File: config.mk
export PLATFORM = sky130hd
export DESIGN_NAME = alu_result_fifo
export DESIGN_NICKNAME = d
export VERILOG_FILES = /design/src/rtl/alu_result_fifo.sv
export SDC_FILE = /design/constraint.sdc
export NUM_CORES = 1
export LEC_CHECK = 0
export ABC_AREA = 0
export CELL_PAD_IN_SITES_DETAIL_PLACEMENT = 0
export CELL_PAD_IN_SITES_GLOBAL_PLACEMENT = 1
export CORE_UTILIZATION = 50
export CTS_CLUSTER_DIAMETER = 60
export DETAILED_ROUTE_END_ITERATION = 7
export GPL_TIMING_DRIVEN = 0
export PLACE_DENSITY = 0.89
export SLEW_MARGIN = 30
export SYNTH_ARGS = -nofsm -noshare
export SYNTH_HDL_FRONTEND = slang
export SYNTH_SLANG_ARGS = --single-unit
export TNS_END_PERCENT = 50
File: constraint.sdc
create_clock -name clk -period 4.43 [get_ports clk]
set_clock_uncertainty 0.15 [all_clocks]
set_input_delay 0.6645 -clock clk [delete_from_list [all_inputs] [get_ports clk]]
set_output_delay 0.6645 -clock clk [all_outputs]
set_load 0.05 [all_outputs]
File: src/rtl/alu_result_fifo.sv
`default_nettype none
// ============================================================================
// Module   : alu_result_fifo
// Purpose  : Buffers ALU results ({op, y, flags}) in a DEPTH-entry FIFO with
//            valid/ready handshakes on both sides. Also accumulates sticky
//            carry / overflow / illegal-opcode status and a saturating count
//            of accepted overflow results.
// Revision : 1.0 - initial release
// ----------------------------------------------------------------------------
// Parameters
//   DEPTH       number of buffered entries (power of two, 2..16)
// Ports
//   clk         sole clock, rising edge
//   rst_n       asynchronous active-low reset
//   in_valid    upstream result valid
//   in_ready    entry can be accepted this cycle (independent of out_ready)
//   in_op       3-bit opcode (110/111 illegal)
//   in_y        32-bit result
//   in_flags    {z,n,c,v}
//   out_valid   head entry present
//   out_ready   downstream consumes head this cycle
//   out_op      head opcode
//   out_y       head result
//   out_flags   head flags
//   count       current occupancy, 0..DEPTH
//   clr_sticky  clear sticky status bits and ovf_cnt
//   sticky_c    sticky carry seen on an accepted entry
//   sticky_v    sticky overflow seen on an accepted entry
//   sticky_ill  sticky illegal opcode seen on an accepted entry
//   ovf_cnt     accepted entries with v=1, saturating at 16'hFFFF
// ============================================================================
module alu_result_fifo #(
  parameter int DEPTH = 4
) (
  input  logic                       clk,
  input  logic                       rst_n,
  input  logic                       in_valid,
  output logic                       in_ready,
  input  logic [2:0]                 in_op,
  input  logic [31:0]                in_y,
  input  logic [3:0]                 in_flags,
  output logic                       out_valid,
  input  logic                       out_ready,
  output logic [2:0]                 out_op,
  output logic [31:0]                out_y,
  output logic [3:0]                 out_flags,
  output logic [$clog2(DEPTH):0]     count,
  input  logic                       clr_sticky,
  output logic                       sticky_c,
  output logic                       sticky_v,
  output logic                       sticky_ill,
  output logic [15:0]                ovf_cnt
);

  localparam int              AW      = $clog2(DEPTH);
  localparam int              CW      = AW + 1;
  localparam int              EW      = 3 + 4 + 32;
  localparam logic [CW-1:0]   C_DEPTH = CW'(DEPTH);
  localparam logic [15:0]     C_OVF_MAX = 16'hFFFF;

  // Entry storage; contents are don't-care while empty, so no reset.
  logic [EW-1:0]  r_mem [DEPTH];

  logic [AW-1:0]  r_wr_ptr;
  logic [AW-1:0]  r_rd_ptr;
  logic [CW-1:0]  r_count;
  // Held low through reset so in_ready stays low until the first edge
  // after rst_n releases, even though the FIFO is empty.
  logic           r_ready_en;
  logic           r_sticky_c;
  logic           r_sticky_v;
  logic           r_sticky_ill;
  logic [15:0]    r_ovf_cnt;

  logic           w_in_ready;
  logic           w_out_valid;
  logic           w_push;
  logic           w_pop;
  logic [EW-1:0]  w_head;

  // Sticky/counter next-state: clear first, then fold in the push update.
  logic           w_sc_base;
  logic           w_sv_base;
  logic           w_si_base;
  logic [15:0]    w_ovf_base;
  logic           w_sc_next;
  logic           w_sv_next;
  logic           w_si_next;
  logic [15:0]    w_ovf_next;

  assign w_in_ready  = r_ready_en && (r_count < C_DEPTH);
  assign w_out_valid = (r_count != '0);
  assign w_push      = in_valid && w_in_ready;
  assign w_pop       = w_out_valid && out_ready;

  assign w_head      = r_mem[r_rd_ptr];

  assign in_ready    = w_in_ready;
  assign out_valid   = w_out_valid;
  assign out_op      = w_head[EW-1 -: 3];
  assign out_flags   = w_head[35:32];
  assign out_y       = w_head[31:0];
  assign count       = r_count;
  assign sticky_c    = r_sticky_c;
  assign sticky_v    = r_sticky_v;
  assign sticky_ill  = r_sticky_ill;
  assign ovf_cnt     = r_ovf_cnt;

  always_comb begin
    w_sc_base  = clr_sticky ? 1'b0  : r_sticky_c;
    w_sv_base  = clr_sticky ? 1'b0  : r_sticky_v;
    w_si_base  = clr_sticky ? 1'b0  : r_sticky_ill;
    w_ovf_base = clr_sticky ? 16'h0 : r_ovf_cnt;

    w_sc_next  = w_sc_base;
    w_sv_next  = w_sv_base;
    w_si_next  = w_si_base;
    w_ovf_next = w_ovf_base;

    if (w_push) begin
      w_sc_next = w_sc_base | in_flags[1];
      w_sv_next = w_sv_base | in_flags[0];
      w_si_next = w_si_base | (in_op[2:1] == 2'b11);
      if (in_flags[0] && (w_ovf_base != C_OVF_MAX)) begin
        w_ovf_next = w_ovf_base + 16'd1;
      end
    end
  end

  // Storage write: entries are kept verbatim.
  always_ff @(posedge clk) begin
    if (w_push) begin
      r_mem[r_wr_ptr] <= {in_op, in_flags, in_y};
    end
  end

  always_ff @(posedge clk or negedge rst_n) begin
    if (!rst_n) begin
      r_wr_ptr     <= '0;
      r_rd_ptr     <= '0;
      r_count      <= '0;
      r_ready_en   <= 1'b0;
      r_sticky_c   <= 1'b0;
      r_sticky_v   <= 1'b0;
      r_sticky_ill <= 1'b0;
      r_ovf_cnt    <= 16'h0;
    end else begin
      r_ready_en   <= 1'b1;
      r_sticky_c   <= w_sc_next;
      r_sticky_v   <= w_sv_next;
      r_sticky_ill <= w_si_next;
      r_ovf_cnt    <= w_ovf_next;

      // Power-of-two depth: pointers wrap from DEPTH-1 to 0 naturally.
      if (w_push) begin
        r_wr_ptr <= r_wr_ptr + AW'(1);
      end
      if (w_pop) begin
        r_rd_ptr <= r_rd_ptr + AW'(1);
      end

      case ({w_push, w_pop})
        2'b10:   r_count <= r_count + CW'(1);
        2'b01:   r_count <= r_count - CW'(1);
        default: r_count <= r_count;
      endcase
    end
  end

endmodule
`default_nettype wire
==> run summary, run 1 <==
Max Cap Viol -> 0
Hpwl dp -> 8.20 mm
DRT antenna net count -> 0
Logic pwr share -> 37.3%
WHS -> 0.109 ns
CTS tree -> built
RSZ-0062 raised after global routing -> false
Bufs on Longest Clock Path -> 2
Top FF cell, synth -> edfxtp_1
I/O Buffers -> 106
Die W -> 122 µm
Total clock sinks -> 183
Synthesis-stage register bit count -> 183
Drc violations -> 0
Max H-tree Level -> 4
Postcts setup bufs -> 0
Final worst slack -> 0.949 ns
Fillers -> 958
Row count -> 43
PwrDens -> 635 nW/µm²
Core box area -> 14,000 µm²
Hold Path Class -> primary input to async pin
Worst setup path startpoint -> r_rd_ptr[0]
Pre-CTS setup slack -> 1.19 ns
Switch Pwr -> 2.01 mW
Initial antenna violation count -> 0
Share of synthesized registers carrying an async set or reset -> 14.8%
Worst slew pin tran -> 0.659 ns
CP Class -> flip-flop to output port
Drt initial violations -> 290
Reg clk slew, reported paths -> 0.06 ns
Die height -> 122 µm
Vias in the first global route -> 3,988
Commonest non-fill, non-tap cells in the layout -> edfxtp_1, clkdlybuf4s50_1, mux4_2
Fin util -> 65.2%
Post-cts repair resize count -> 0
Routed len/inst -> 19.8 µm
Synthesized area -> 7210 µm²
Tmin final -> 3.48 ns
Switching part of the total -> 34.6%
Clock share of power -> 26.7%
Worst Setup End Kind -> output port
# hold bufs at CTS -> 0
Routed WL -> 13.3 mm
Clk root buf -> clkbuf_16
Diode count -> 0
Yosys synthesis warning count -> 0
Post-synth EDFFs -> 156
Layout area overhead -> 26.5%
Placer's final routability congestion estimate -> 0.847
Share of layout cells above drive strength 1 -> 18.9%
Avg Synthesized Cell Area -> 20.3 µm²
Total CTS buffers -> 17
Register share of total power -> 35.9%
Setup_tns -> 0 ns
Largest net degree at the start of global routing -> 40
Initial core utilization -> 51.5%
Clk_lat worst skew -> 0.42 ns
Crit path launch type -> flip-flop
Reg2Reg Depth -> 10
Commonest non-fill, non-tap cell in the layout -> edfxtp_1
R2R Setup Slk -> 2.03 ns
Die area -> 14,900 µm²
Reg-to-Reg End -> count[2]
Remaining global-route overflow -> 0
Layout Nets -> 531
Sequential-to-total area share from yosys stat -> 74.4%
Mapped Nets -> 406
First-pass GRT wire length -> 20.9 mm
R2R Path Start -> count[2]
Total number of vias -> 3,762
Io pins -> 107
Rel. slew slack -> 56.1%
Detailed Routing Iterations Pass 1 -> 4
Internal power -> 3.79 mW
WP data arrival -> 2.67 ns
Post-synth cell types -> 49
Ratio of final minimum period to clock period -> 78.6%
Critical path data required time -> 3.62 ns
Final Hold Fails -> 0
Crit path max fanout -> 10
Cells after Synth -> 355
Max IR drop VDD -> 0.000412 V
Max Slew Vio Count -> 0
Outcome -> complete, no violations
Setup-failing EPs final -> 0
Max Clk Rate -> 0.287 GHz
DR vias/cell -> 5.59
P_leak -> 3.14 nW
All-Layer GR Usage -> 19.2%
-- state kept, by name, indices dropped and copies added (netlist names) --
register and cells:
count 3, sticky_v 1, r_mem 156, r_wr_ptr 2, r_ready_en 1, ovf_cnt 16, sticky_ill 1, r_rd_ptr 2
sticky_c 1
-- through the flow --
| step | instance area (µm²) | instances | total power, mW |
|---|---|---|---|
| after floorplan | 7210 | 355 | 3.63 |
| after global placement | 8490 | 641 | 4.26 |
| after detailed placement | 8510 | 641 | 4.30 |
| after CTS | 9120 | 673 | 5.85 |
| after global routing | 9120 | 673 | 5.99 |
| final | 9120 | 673 | 5.79 |
-- layer usage --
layer / wire, µm / vias up / GRT usage (%) / share of wire [%]
li1: - / 1690 / - / -
met1: 5740 / 1929 / 25.6 / 43
met2: 6560 / 125 / 31.1 / 49
met3: 774 / 18 / 4.17 / 5.8
met4: 221 / 0 / 7.16 / 1.7
met5: 0 / - / 0 / 0
-- how the worst max path moves through the flow --
stage	end	slack, ns	cells after the start
floorplan	r_mem[0][0]	1.28	2
global placement	r_mem[3][11]	0.98	2
detailed placement	ovf_cnt[11]	1.19	9
CTS	out_y[28]	0.88	4
global route	out_op[1]	0.78	4
finish	out_y[28]	0.95	4
-- power by group through the flow --
stage               Clock, mW  Sequential, mW  Combinational, mW
floorplan                   0            2.17               1.46
global placement            0            2.11               2.15
detailed placement          0            2.12               2.18
CTS                      1.57            2.08               2.19
global route             1.63            2.09               2.27
finish                   1.55            2.08               2.16
-- Yosys cell counts, types with 2 or more instances --
master,n,area share [%]
dfrtp_1,27,9.4
edfxtp_1,156,65
and4b_1,2,0.28
and4_1,2,0.24
nand3_1,3,0.21
a2111oi_2,3,0.62
and2_1,2,0.17
a31oi_1,4,0.35
buf_4,2,0.21
inv_1,9,0.47
buf_1,2,0.10
nor2_1,9,0.47
and3_1,8,0.69
buf_6,2,0.31
a21o_1,2,0.21
nand2_1,9,0.47
clkbuf_1,5,0.26
a211oi_1,3,0.31
mux2_4,6,1.2
mux4_2,39,12
xor2_1,4,0.49
nand2b_1,2,0.17
nand4_1,2,0.17
nor2b_1,9,0.78
a21oi_1,5,0.35
o41ai_1,2,0.24
xnor2_1,5,0.61
buf_2,4,0.28
nor3_1,2,0.14
ha_1,6,1.0
-- critical path, stage by stage, from the launching register on --
cell,delay [ns]
dfrtp_1,0.32
clkbuf_1,0.23
buf_2,0.39
mux4_2,0.58
clkdlybuf4s50_1,0.72
-- cell type report --
cell class	count	area (µm²)	area share [%]
Clock buffer	24	492	5.39
Tap cell	180	225	2.47
Inverter	9	33.8	0.370
Clock inverter	8	120	1.32
Multi-Input combinational cell	148	1750	19.2
Sequential cell	183	5360	58.8
Timing Repair Buffer	106	1060	11.6
Buffer	15	83.8	0.919
-- cells by family (layout without fill, tap and decap cells) --
group | Yosys count | after routing | synth area share (%)
multiplexers | 47 | 47 | 13.7
AND/OR/NAND/NOR | 59 | 59 | 5.02
adder cells (fa/ha/maj) | 7 | 7 | 1.32
XOR/XNOR | 9 | 9 | 1.09
other | 1 | 1 | 0.0520
AO/OA/AOI/OAI | 25 | 25 | 2.79
flip-flops | 183 | 183 | 74.4
buffers and inverters | 24 | 162 | 1.63
Note: power is estimated with default switching activity, not from simulation.
==> run 2: changes to the inputs <==
--- a/config.mk
+++ b/config.mk
@@ -8,11 +8,11 @@
 export ABC_AREA = 0
 export CELL_PAD_IN_SITES_DETAIL_PLACEMENT = 0
 export CELL_PAD_IN_SITES_GLOBAL_PLACEMENT = 1
-export CORE_UTILIZATION = 50
+export CORE_UTILIZATION = 42
 export CTS_CLUSTER_DIAMETER = 60
 export DETAILED_ROUTE_END_ITERATION = 7
 export GPL_TIMING_DRIVEN = 0
-export PLACE_DENSITY = 0.89
+export PLACE_DENSITY = 0.8
 export SLEW_MARGIN = 30
 export SYNTH_ARGS = -nofsm -noshare
 export SYNTH_HDL_FRONTEND = slang
==> constraint.sdc (replaced) <==
create_clock -name clk -period 3 [get_ports clk]
set_clock_uncertainty 0.15 [all_clocks]
set_input_delay 0.45 -clock clk [delete_from_list [all_inputs] [get_ports clk]]
set_output_delay 0.45 -clock clk [all_outputs]
set_load 0.05 [all_outputs]
==> run 2 against run 1 <==
Against the previous run:
- cell area barely moved
- sequential share of layout area grew 0.056 points
- final cell count increased by 6.1%
- power rose by 42%
- clock-buffer cell count shrank 6
- first-iteration DRC count fell by 20%
- non-clock buffer count grew 1
- hold slack gained 0.23 ns
- wire length increased by 2.1%
- combinational power up 39%
==> run summary, run 2 (synthesis results as in run 1) <==
Internal power -> 5.24 mW
Max IR drop VDD -> 0.000656 V
Layout area overhead -> 26.4%
Max reg flops -> 156
Pre-CTS setup slack -> -0.0317 ns
Bufs on Longest Clock Path -> 2
Total clock sinks -> 183
Total number of vias -> 3,765
Total power -> 8.24 mW
I/O Buffers -> 106
Total CTS buffers -> 17
Row count -> 47
Io pins -> 107
Switch Pwr -> 2.99 mW
WP data arrival -> 2.29 ns
Reg area -> 5360 µm²
Die W -> 133 µm
Remaining global-route overflow -> 0
RSZ-0062 raised after global routing -> true
Max Cap Viol -> 0
Rel. slew slack -> 55.4%
Die height -> 133 µm
Share of layout cells above drive strength 1 -> 19.2%
Reg clk slew, reported paths -> 0.07 ns
Worst slew pin tran -> 0.669 ns
Drc violations -> 0
DR vias/cell -> 5.27
DRT antenna net count -> 0
Clk root buf -> clkbuf_16
Final std cells w/o fill -> 714
PwrDens -> 904 nW/µm²
Final worst slack -> 0.109 ns
Placer's final routability congestion estimate -> 0.799
Largest net degree at the start of global routing -> 40
Setup-failing EPs final -> 0
P_leak -> 3.18 nW
Outcome -> complete, no violations
Register share of total power -> 37.3%
Placed cell count -> 681
Routed len/inst -> 19.0 µm
Hpwl dp -> 8.42 mm
Commonest non-fill, non-tap cell in the layout -> edfxtp_1
All-Layer GR Usage -> 16.4%
Vias in the first global route -> 3,984
Top reg by flops -> r_mem
Diode count -> 0
Max Slew Vio Count -> 0
Initial core utilization -> 43.3%
Hold Path Class -> flip-flop to flip-flop
CP Class -> flip-flop to output port
Logic pwr share -> 36.4%
Multi-input combinational cell area -> 1750 µm²
Layout Nets -> 532
Critical path data required time -> 2.40 ns
Detailed Routing Iterations Pass 1 -> 4
Commonest non-fill, non-tap cells in the layout -> edfxtp_1, clkdlybuf4s50_1, mux4_2
Worst Setup End Kind -> output port
Drt initial violations -> 232
Initial antenna violation count -> 0
Fin util -> 54.8%
Crit path max fanout -> 5
Crit path launch type -> flip-flop
Max Clk Rate -> 0.346 GHz
Fillers -> 1,337
Postcts setup bufs -> 0
Die area -> 17,700 µm²
Final Hold Fails -> 0
Core box area -> 16,600 µm²
Clk_lat worst skew -> 0.43 ns
First-pass GRT wire length -> 21.4 mm
Switching part of the total -> 36.4%
Max H-tree Level -> 4
Ratio of final minimum period to clock period -> 96.4%
CTS tree -> built
Clock share of power -> 26.3%
Routed WL -> 13.6 mm
Tmin final -> 2.89 ns
## run 2: cell types whose count changed in the layout (fill, tap and decap cells not counted), sizes merged, moves of 2 or more
cell / previous run / this run
clkdlybuf4s50: 105 / 67
inv: 10 / 13
dlygate4sd2: 0 / 38
clkinvlp: 1 / 3
clkinv: 3 / 5
clkbuf: 29 / 23
## run 2: power by group through the flow
stage / registers, mW / logic [mW] / clock network, mW
finish: 3.07 / 3.00 / 2.17
global route: 3.09 / 3.16 / 2.31
CTS: 3.07 / 3.06 / 2.22
detailed placement: 3.12 / 3.24 / 0
global placement: 3.11 / 3.21 / 0
floorplan: 3.20 / 2.16 / 0
## run 2: metrics by stage
step                      setup TNS (ns)  cell area, µm²  hold slack (ns)
after CTS                              0            9110            0.342
after global routing             -0.0174            9110            0.364
after global placement            -24.17            8550            0.322
after floorplan                   -11.28            7210          0.00441
final                                  0            9110            0.342
after detailed placement         -0.0331            8560            0.317
## run 2: layout make-up
class / count / share of cell area [%]
Sequential cell: 183 / 58.8
Inverter: 9 / 0.371
Timing Repair Buffer: 107 / 11.2
Multi-Input combinational cell: 148 / 19.2
Clock inverter: 14 / 1.63
Clock buffer: 18 / 4.71
Buffer: 15 / 1.06
Tap cell: 220 / 3.02
## run 2: path summary, 6_finish.rpt
| check | slack, ns | cells after the start | startpoint | endpoint |
|---|---|---|---|---|
| max reg2reg | 0.65 | 10 | count[2] | count[2] |
| min reg2reg | 0.34 | 1 | sticky_v | sticky_v |
| max in group asynchronous | 1.82 | 2 | rst_n | ovf_cnt[3] |
| min in group asynchronous | 0.44 | 2 | rst_n | ovf_cnt[8] |
| min | 0.34 | 1 | sticky_v | sticky_v |
| max | 0.11 | 3 | r_rd_ptr[0] | out_op[2] |
## run 2: worst max-delay path: stages, from the launching register on
cell	delay [ns]
dfrtp_1	0.32
clkbuf_1	0.24
mux4_2	0.55
clkdlybuf4s50_1	0.74
## run 2: timing repair
| item | in CTS | in global routing |
|---|---|---|
| endpoints found under the setup margin | 39 | 1 |
| hold buffers | 1 | 0 |
| hold endpoints to repair | 27 | 0 |
| gates resized for setup | 44 | 0 |
## run 2: routing by layer
layer  part of all wire, %  GRT usage [%]  up-vias
met5                     0              0        -
met4                   1.7           6.32        0
met3                   6.0           4.06       21
met2                    49           26.7      118
met1                    43           21.2     1936
li1                      -              -     1690
